===== config.mk =====
export PLATFORM = sky130hd
export DESIGN_NAME = mem_port_arbiter
export DESIGN_NICKNAME = d
export VERILOG_FILES = /design/src/rtl/mem_port_arbiter.sv
export SDC_FILE = /design/constraint.sdc
export NUM_CORES = 1
export LEC_CHECK = 0
export ABC_AREA = 1
export BUFFER_PORTS_ARGS = -buffer_cell sky130_fd_sc_hd__buf_2
export CAP_MARGIN = 30
export CORE_ASPECT_RATIO = 1.75
export CORE_UTILIZATION = 40
export CTS_CLUSTER_DIAMETER = 40
export CTS_CLUSTER_SIZE = 14
export DETAILED_ROUTE_END_ITERATION = 8
export PLACE_DENSITY = 0.7
export SETUP_SLACK_MARGIN = 0.5
export SLEW_MARGIN = 20
export SYNTH_ARGS = -nofsm -noshare
export SYNTH_HDL_FRONTEND = slang
export SYNTH_SLANG_ARGS = --single-unit

===== constraint.sdc =====
create_clock -name CLK -period 1.2 [get_ports CLK]
set_input_delay 0.12 -clock CLK [delete_from_list [all_inputs] [get_ports CLK]]
set_output_delay 0.12 -clock CLK [all_outputs]
set_load 0.05 [all_outputs]

===== src/rtl/mem_port_arbiter.sv =====
// mem_port_arbiter: shares one data-memory port between the pipeline MEM stage
// (requester P) and the debug/program loader (requester D). Each access holds
// the memory command for MemLatency cycles, then returns read data and a
// one-cycle ack. Round-robin on ties, so P and D alternate under contention.
//
// Ports:
//   CLK, RST                      clock (rising edge), synchronous active-high reset
//   p_req/p_we/p_addr/p_wdata     processor request (level, held until p_ack)
//   p_rdata/p_ack                 processor read data and completion pulse
//   p_stall                       pipeline stall, combinational: p_req & ~p_ack
//   d_req/d_we/d_addr/d_wdata     debug request (level, held until d_ack)
//   d_rdata/d_ack                 debug read data and completion pulse
//   MemRead/MemWrite/MemAddr/MemData  memory command, registered
//   MemOutput                     memory read data
//   busy                          high whenever the arbiter is not idle
module mem_port_arbiter #(
    parameter int unsigned DataWidth  = 16,
    parameter int unsigned AddrWidth  = 16,
    parameter int unsigned MemLatency = 2
) (
    input  logic                 CLK,
    input  logic                 RST,
    input  logic                 p_req,
    input  logic                 p_we,
    input  logic [AddrWidth-1:0] p_addr,
    input  logic [DataWidth-1:0] p_wdata,
    output logic [DataWidth-1:0] p_rdata,
    output logic                 p_ack,
    output logic                 p_stall,
    input  logic                 d_req,
    input  logic                 d_we,
    input  logic [AddrWidth-1:0] d_addr,
    input  logic [DataWidth-1:0] d_wdata,
    output logic [DataWidth-1:0] d_rdata,
    output logic                 d_ack,
    output logic                 MemRead,
    output logic                 MemWrite,
    output logic [AddrWidth-1:0] MemAddr,
    output logic [DataWidth-1:0] MemData,
    input  logic [DataWidth-1:0] MemOutput,
    output logic                 busy
);

    localparam int unsigned CntWidth = 4;
    localparam logic [CntWidth-1:0] CntLoad = CntWidth'(MemLatency - 1);

    typedef enum logic [1:0] {
        IDLE   = 2'd0,
        ACCESS = 2'd1,
        DONE   = 2'd2
    } stateT;

    stateT                state, stateNxt;
    logic [CntWidth-1:0]  cnt, cntNxt;
    logic                 gnt, gntNxt;      // 0 = P, 1 = D
    logic                 lw, lwNxt;        // last winner
    logic                 capWe, capWeNxt;
    logic [AddrWidth-1:0] capAddr, capAddrNxt;
    logic [DataWidth-1:0] capWdata, capWdataNxt;

    logic                 memReadNxt, memWriteNxt;
    logic [AddrWidth-1:0] memAddrNxt;
    logic [DataWidth-1:0] memDataNxt;
    logic [DataWidth-1:0] pRdataNxt, dRdataNxt;
    logic                 pAckNxt, dAckNxt, busyNxt;
    logic                 pickD;

    // Round-robin: on a tie the requester that did not win last time goes next.
    assign pickD = (p_req && d_req) ? ~lw : d_req;

    assign p_stall = p_req & ~p_ack;

    // Next-state and registered-output logic.
    always_comb begin
        stateNxt    = state;
        cntNxt      = cnt;
        gntNxt      = gnt;
        lwNxt       = lw;
        capWeNxt    = capWe;
        capAddrNxt  = capAddr;
        capWdataNxt = capWdata;
        memReadNxt  = 1'b0;
        memWriteNxt = 1'b0;
        memAddrNxt  = '0;
        memDataNxt  = '0;
        pRdataNxt   = p_rdata;
        dRdataNxt   = d_rdata;
        pAckNxt     = 1'b0;
        dAckNxt     = 1'b0;
        busyNxt     = 1'b0;

        unique case (state)
            IDLE: begin
                if (p_req || d_req) begin
                    gntNxt      = pickD;
                    lwNxt       = pickD;
                    capWeNxt    = pickD ? d_we    : p_we;
                    capAddrNxt  = pickD ? d_addr  : p_addr;
                    capWdataNxt = pickD ? d_wdata : p_wdata;
                    cntNxt      = CntLoad;
                    stateNxt    = ACCESS;
                    // Command goes out in the first ACCESS cycle.
                    memReadNxt  = ~capWeNxt;
                    memWriteNxt = capWeNxt;
                    memAddrNxt  = capAddrNxt;
                    memDataNxt  = capWdataNxt;
                    busyNxt     = 1'b1;
                end
            end
            ACCESS: begin
                busyNxt = 1'b1;
                if (cnt == '0) begin
                    stateNxt = DONE;
                    if (!capWe) begin
                        if (gnt) dRdataNxt = MemOutput;
                        else     pRdataNxt = MemOutput;
                    end
                    pAckNxt = ~gnt;
                    dAckNxt = gnt;
                end else begin
                    cntNxt      = cnt - CntWidth'(1);
                    memReadNxt  = ~capWe;
                    memWriteNxt = capWe;
                    memAddrNxt  = capAddr;
                    memDataNxt  = capWdata;
                end
            end
            DONE: begin
                stateNxt = IDLE;
            end
            default: begin
                stateNxt = IDLE;
            end
        endcase
    end

    // State and output registers.
    always_ff @(posedge CLK) begin
        if (RST) begin
            state    <= IDLE;
            cnt      <= '0;
            gnt      <= 1'b0;
            lw       <= 1'b1;
            capWe    <= 1'b0;
            capAddr  <= '0;
            capWdata <= '0;
            MemRead  <= 1'b0;
            MemWrite <= 1'b0;
            MemAddr  <= '0;
            MemData  <= '0;
            p_rdata  <= '0;
            d_rdata  <= '0;
            p_ack    <= 1'b0;
            d_ack    <= 1'b0;
            busy     <= 1'b0;
        end else begin
            state    <= stateNxt;
            cnt      <= cntNxt;
            gnt      <= gntNxt;
            lw       <= lwNxt;
            capWe    <= capWeNxt;
            capAddr  <= capAddrNxt;
            capWdata <= capWdataNxt;
            MemRead  <= memReadNxt;
            MemWrite <= memWriteNxt;
            MemAddr  <= memAddrNxt;
            MemData  <= memDataNxt;
            p_rdata  <= pRdataNxt;
            d_rdata  <= dRdataNxt;
            p_ack    <= pAckNxt;
            d_ack    <= dAckNxt;
            busy     <= busyNxt;
        end
    end

endmodule


# ---- Word-level counts from Yosys, hierarchy flattened
# Index checks and enable logic that the tools add are counted.
dict set report op_classes {
  n_shift 0
  reduce_logical 11
  n_bitwise 8
  eq_ne 4
  addsub 1
  div 0
  n_lt_le_gt_ge 0
  mux 24
  multipliers 0
}
# operator n
set op_table {}
lappend op_table {{16-bit two-way mux} 6}
lappend op_table {{16-bit one-hot mux with 2 select lines} 2}
lappend op_table {{4-bit two-way mux} 2}
lappend op_table {{4-bit one-hot mux with 2 select lines} 1}
lappend op_table {{4-bit AND reduction} 2}
lappend op_table {{1-bit two-way mux} 7}
lappend op_table {{1-bit inverter} 7}
lappend op_table {{2-bit inequality test, second input constant} 3}
lappend op_table {{1-bit one-hot mux with 2 select lines} 3}
lappend op_table {{4-bit logical NOT} 1}
lappend op_table {{2-bit two-way mux} 2}
lappend op_table {{2-bit one-hot mux with 2 select lines} 1}
lappend op_table {{2-bit AND reduction} 2}
lappend op_table {{4-bit by 1-bit subtractor with 4-bit output, second input constant} 1}
lappend op_table {{3-bit AND reduction} 1}
lappend op_table {{3-bit OR reduction} 1}
lappend op_table {{2-bit by 1-bit equality test with 1-bit output, second input constant} 1}
lappend op_table {{2-bit logical NOT} 1}
lappend op_table {{2-bit nonzero test} 1}
lappend op_table {{1-bit AND} 1}
lappend op_table {{1-bit logical AND} 1}
lappend op_table {{1-bit logical OR} 1}
dict set report totals {
  memories 0
  output_inout_bits 70
  mem_bits_ro 0
  ram_bits 0
  word_cells 64
  latch_bits 0
  regBits 110
}

# ---- Logic depth before layout (Yosys ltp)
dict set report logic_depth {
  depth_word 6
  ltp_mapped 8
  depth_no_buf 8
}

# ---- Least setup slack after synthesis
# No wires, ideal clock.
dict set report synth_path {
  path_kind {flip-flop to output port}
  start {register p_ack}
  end {output p_stall}
  stages_incl_launch_ff 2
  t_required_ns 1.080
  path_slack_ns -0.110
  arrival_time_ns 1.190
  n_path_buf 0
  cell_sequence {dfxtp_1 nor2_1}
}
dict set report synth_between {
  elab_chain_cells 2
}
# item line
set synth_rtl {}
lappend synth_rtl {{start, declared} 28} ;# output logic p_ack,
lappend synth_rtl {{start signal, assigned} 170} ;# p_ack <= pAckNxt;
lappend synth_rtl {{1-bit inverter} 71} ;# assign p_stall = p_req & ~p_ack;
lappend synth_rtl {{1-bit AND} 71}
lappend synth_rtl {{end, declared} 29} ;# output logic p_stall,
# Every way passes these cells.

# ---- Worst setup path in the final report
dict set report layout_path {
  start {register capWe}
  end {register p_rdata[7]}
}
dict set report layout_between {
  elab_chain_cells 2
}
# item line
set layout_rtl {}
lappend layout_rtl {{start, declared} 57} ;# logic capWe, capWeNxt;
lappend layout_rtl {{start signal, assigned} 161} ;# capWe <= capWeNxt;
lappend layout_rtl {{1-bit inverter (no line)} n/a}
lappend layout_rtl {{4-bit AND reduction (no line)} n/a}
lappend layout_rtl {{end signal, assigned} 168} ;# p_rdata <= pRdataNxt;
lappend layout_rtl {{end, declared} 27} ;# output logic [DataWidth-1:0] p_rdata,
# Every way passes these cells.
# A chain may end at the register's enable or synchronous reset.

==> flow_metrics.tcl <==
set metrics [dict create \
    status "complete, but fails checks" \
    violations "setup timing" \
    wl_per_cell_um 15.8 \
    finalCritPeriodShare_pct 109 \
    hold_viol 0 \
    synthArstFlopShare_pct 0 \
    post-place-cells 902 \
    worstMarginPinSlew_ns 0.473 \
    drt_iter0_drc 149 \
    critPathRequiredTime_ns 1.44 \
    max_freq_mhz 765 \
    crit_path_end_kind "flop" \
    numCtsBuffers 9 \
    initial_core_util_pct 40.8 \
    fin_total_pwr_w 0.0123 \
    synth_warnings 0 \
    rsz0062_at_grt "true" \
    r2r_slack_ns -0.11 \
    overflow 0 \
    hold_path_end "d_rdata[3]$_SDFFE_PP0P_" \
    start_kind "flop" \
    setup.worst_path.class "reg2reg" \
    rr_endpoint "p_rdata[7]$_SDFFE_PP0P_" \
    die_area_um2 11800 \
    ys.flop_type "dfxtp_1" \
    pre_cts_ws_ns -0.0700 \
    power_switching_w 0.00434 \
    cap_viol_max_count 0 \
    hold_depth 5 \
    syn_nets 716 \
    grt_pass1_vias 4507 \
    h-tree-depth 3 \
    final_util_pct 72.8 \
    grt_pass1_wl_um 19900 \
    grt_max_degree 73 \
    internal_power_w 0.00794 \
    vias 4830 \
    synth-compound-area-share_pct 8.25 \
    io_pins 156 \
    final.setup.worst_slack_ns -0.108 \
    synth_area_um2 4530 \
    core_area_um2 11100 \
    cts.sinks 110 \
    routed_via_density 5.08 \
    combPwrFrac_pct 38.8 \
    area_growth_pct 78.3 \
    cts_tree "yes" \
    setup_violations 94 \
    route.detailed.drc 0 \
    nets 901 \
    detail-route-antenna-nets 0 \
    fp.dieW_um 82.5 \
    port_buffers 155 \
    p_per_area_nw_per_um2 1520 \
    fillers 717 \
    synth-edff-count 0 \
    swShare_pct 35.4 \
    layout-drive-gt1-share_pct 55.0 \
    synth_top_family_by_area "simple AND/OR/NAND/NOR gates" \
    min_period_ns 1.31 \
    wirelength_um 15000 \
    slew_viol_final 0 \
    dieHeight_um 143 \
    synth_fa_ha_area_share_pct 0.552 \
    timing.rr.start "capWe$_SDFFE_PP0P_" \
    antennaDiodeCount 0 \
    clk_pin_slew_ns 0.07 \
    final_cell_count_no_fill 950 \
    antenna_found_initial 0 \
    clockBufferDepth 2 \
    ys_seq_area_share_pct 48.6 \
    worstHoldStart "MemOutput[3]" \
    gp_congestion 0.768 \
    firstDrtPassIters 4 \
    clockRootBuffer "clkbuf_16" \
    arrival_ns 1.55 \
    synthCells 628 \
    dp_hpwl_um 7830 \
    clk_latency_ns 0.36 \
    grt.total_usage_pct 22.1 \
    synth_xor_area_share_pct 0 \
    syn_area_per_cell_um2 7.22 \
    p_leak_nw 3.61 \
    vdd_ir_drop_max_mv 0.999 \
    synthSimpleGateAreaFrac_pct 32.9 \
    synth_cell_type_count 17 \
    num_rows 51 \
    p_clk_share_pct 24.9 \
    worstPathMaxFanout 16 \
    r2r_cells 7 \
    p_seq_share_pct 36.3 \
    synthMuxAreaShare_pct 0 \
    fin_skew_ns 0.00559 \
    min_path_type "in2reg" \
    synth_seq_cells 110 \
    maxSlewHeadroom_pct 68.5 \
]
stage by stage:
stage	area, µm²	hold slack (ns)	TNS [ns]
finish	8080	0.0826	-5.07
global route	8080	0.0998	-10.96
CTS	7150	0.0711	-1.68
detailed placement	5900	0.436	-1.52
global placement	5900	0.432	-0.137
floorplan	4910	0.326	0
worst max path at each step:
stage	cells past startpoint	slack [ns]	from	endpoint
after floorplan	8	0.04	cnt[0]$_SDFFE_PP0P_	p_rdata[6]$_SDFFE_PP0P_
after global placement	8	-0.05	cnt[0]$_SDFFE_PP0P_	MemAddr[3]$_SDFF_PP0_
after detailed placement	7	-0.07	cnt[3]$_SDFFE_PP0P_	p_rdata[2]$_SDFFE_PP0P_
after CTS	9	-0.07	cnt[0]$_SDFFE_PP0P_	p_rdata[2]$_SDFFE_PP0P_
after global routing	9	-0.18	cnt[0]$_SDFFE_PP0P_	p_rdata[14]$_SDFFE_PP0P_
final	7	-0.11	capWe$_SDFFE_PP0P_	p_rdata[7]$_SDFFE_PP0P_
synthesized netlist by cell type, types with 4 or more instances:
library cell	number	share of area [%]
buf_2	8	0.88
inv_1	63	5.2
dfxtp_1	110	49
buf_4	13	2.2
clkbuf_1	16	1.3
a21oi_1	72	7.9
nand3_1	44	4.9
nand2_1	181	15
nand3b_1	33	5.5
nor2_1	76	6.3
nor2_4	4	0.99
power by group through the flow:
stage | registers (W) | logic, W | clock network [W]
6_report | 0.00446 | 0.00477 | 0.00305
5_1_grt | 0.00450 | 0.00501 | 0.00322
4_1_cts | 0.00438 | 0.00382 | 0.00309
3_5_place_dp | 0.00437 | 0.00305 | 0
3_3_place_gp | 0.00436 | 0.00299 | 0
2_1_floorplan | 0.00517 | 0.00143 | 0
registers in the layout (all words and copies together), names as in the netlist:
name and cells:
MemAddr 16, cnt 4, capWe 1, d_rdata 16, MemData 16, capAddr 16, state 2, p_rdata 16
MemRead 1, p_ack 1, busy 1, d_ack 1, capWdata 16, MemWrite 1, lw 1, gnt 1
layer usage:
layer	GRT usage [%]	vias up	wire length [µm]
li1	-	2331	-
met1	22.3	2296	5300
met2	41.0	169	8610
met3	5.11	34	655
met4	10.2	0	416
met5	0	-	0
layout by cell type, fill, tap and decap left out, drive strengths merged:
cell type  instances
nor2              80
dfxtp            110
bufinv             1
ha                 2
nand3             44
inv               63
clkbuf            20
o21ai              3
nand3b            33
buf              199
clkinv             4
clkinvlp           2
a21oi             72
nand2            185
worst max-delay path, cell delays in order, from the launching register on:
cell and delay [ns]:
dfxtp_1 0.42, inv_1 0.12, nand2_2 0.14, nor2_4 0.06
buf_4 0.14, buf_16 0.15, nor2_1 0.11, nor2_1 0.06
cells by family after synthesis:
family / count (synthesis)
buf+inv: 102
flops: 110
simple gates: 340
compound gates: 74
fa+ha+maj: 2
layout make-up:
type                    instances  area, µm²  share of cell area (%)
multi-input cells             419       2770                    34.3
flip-flops and latches        110       2300                    28.4
repair buffers                208       2290                    28.4
inverters                      65        256                    3.17
clock buffers                  11        243                    3.00
well taps                     132        165                    2.04
clock inverters                 5       58.8                   0.728
timing repair:
item / in CTS / in global routing
setup buffers: 12 / 4
resized for setup: 222 / 160
gates cloned: 5 / 11
pin swaps: 9 / 28
hold buffers: 0 / 0
setup endpoints to repair: 180 / 180
(Power assumes the default switching activity.)
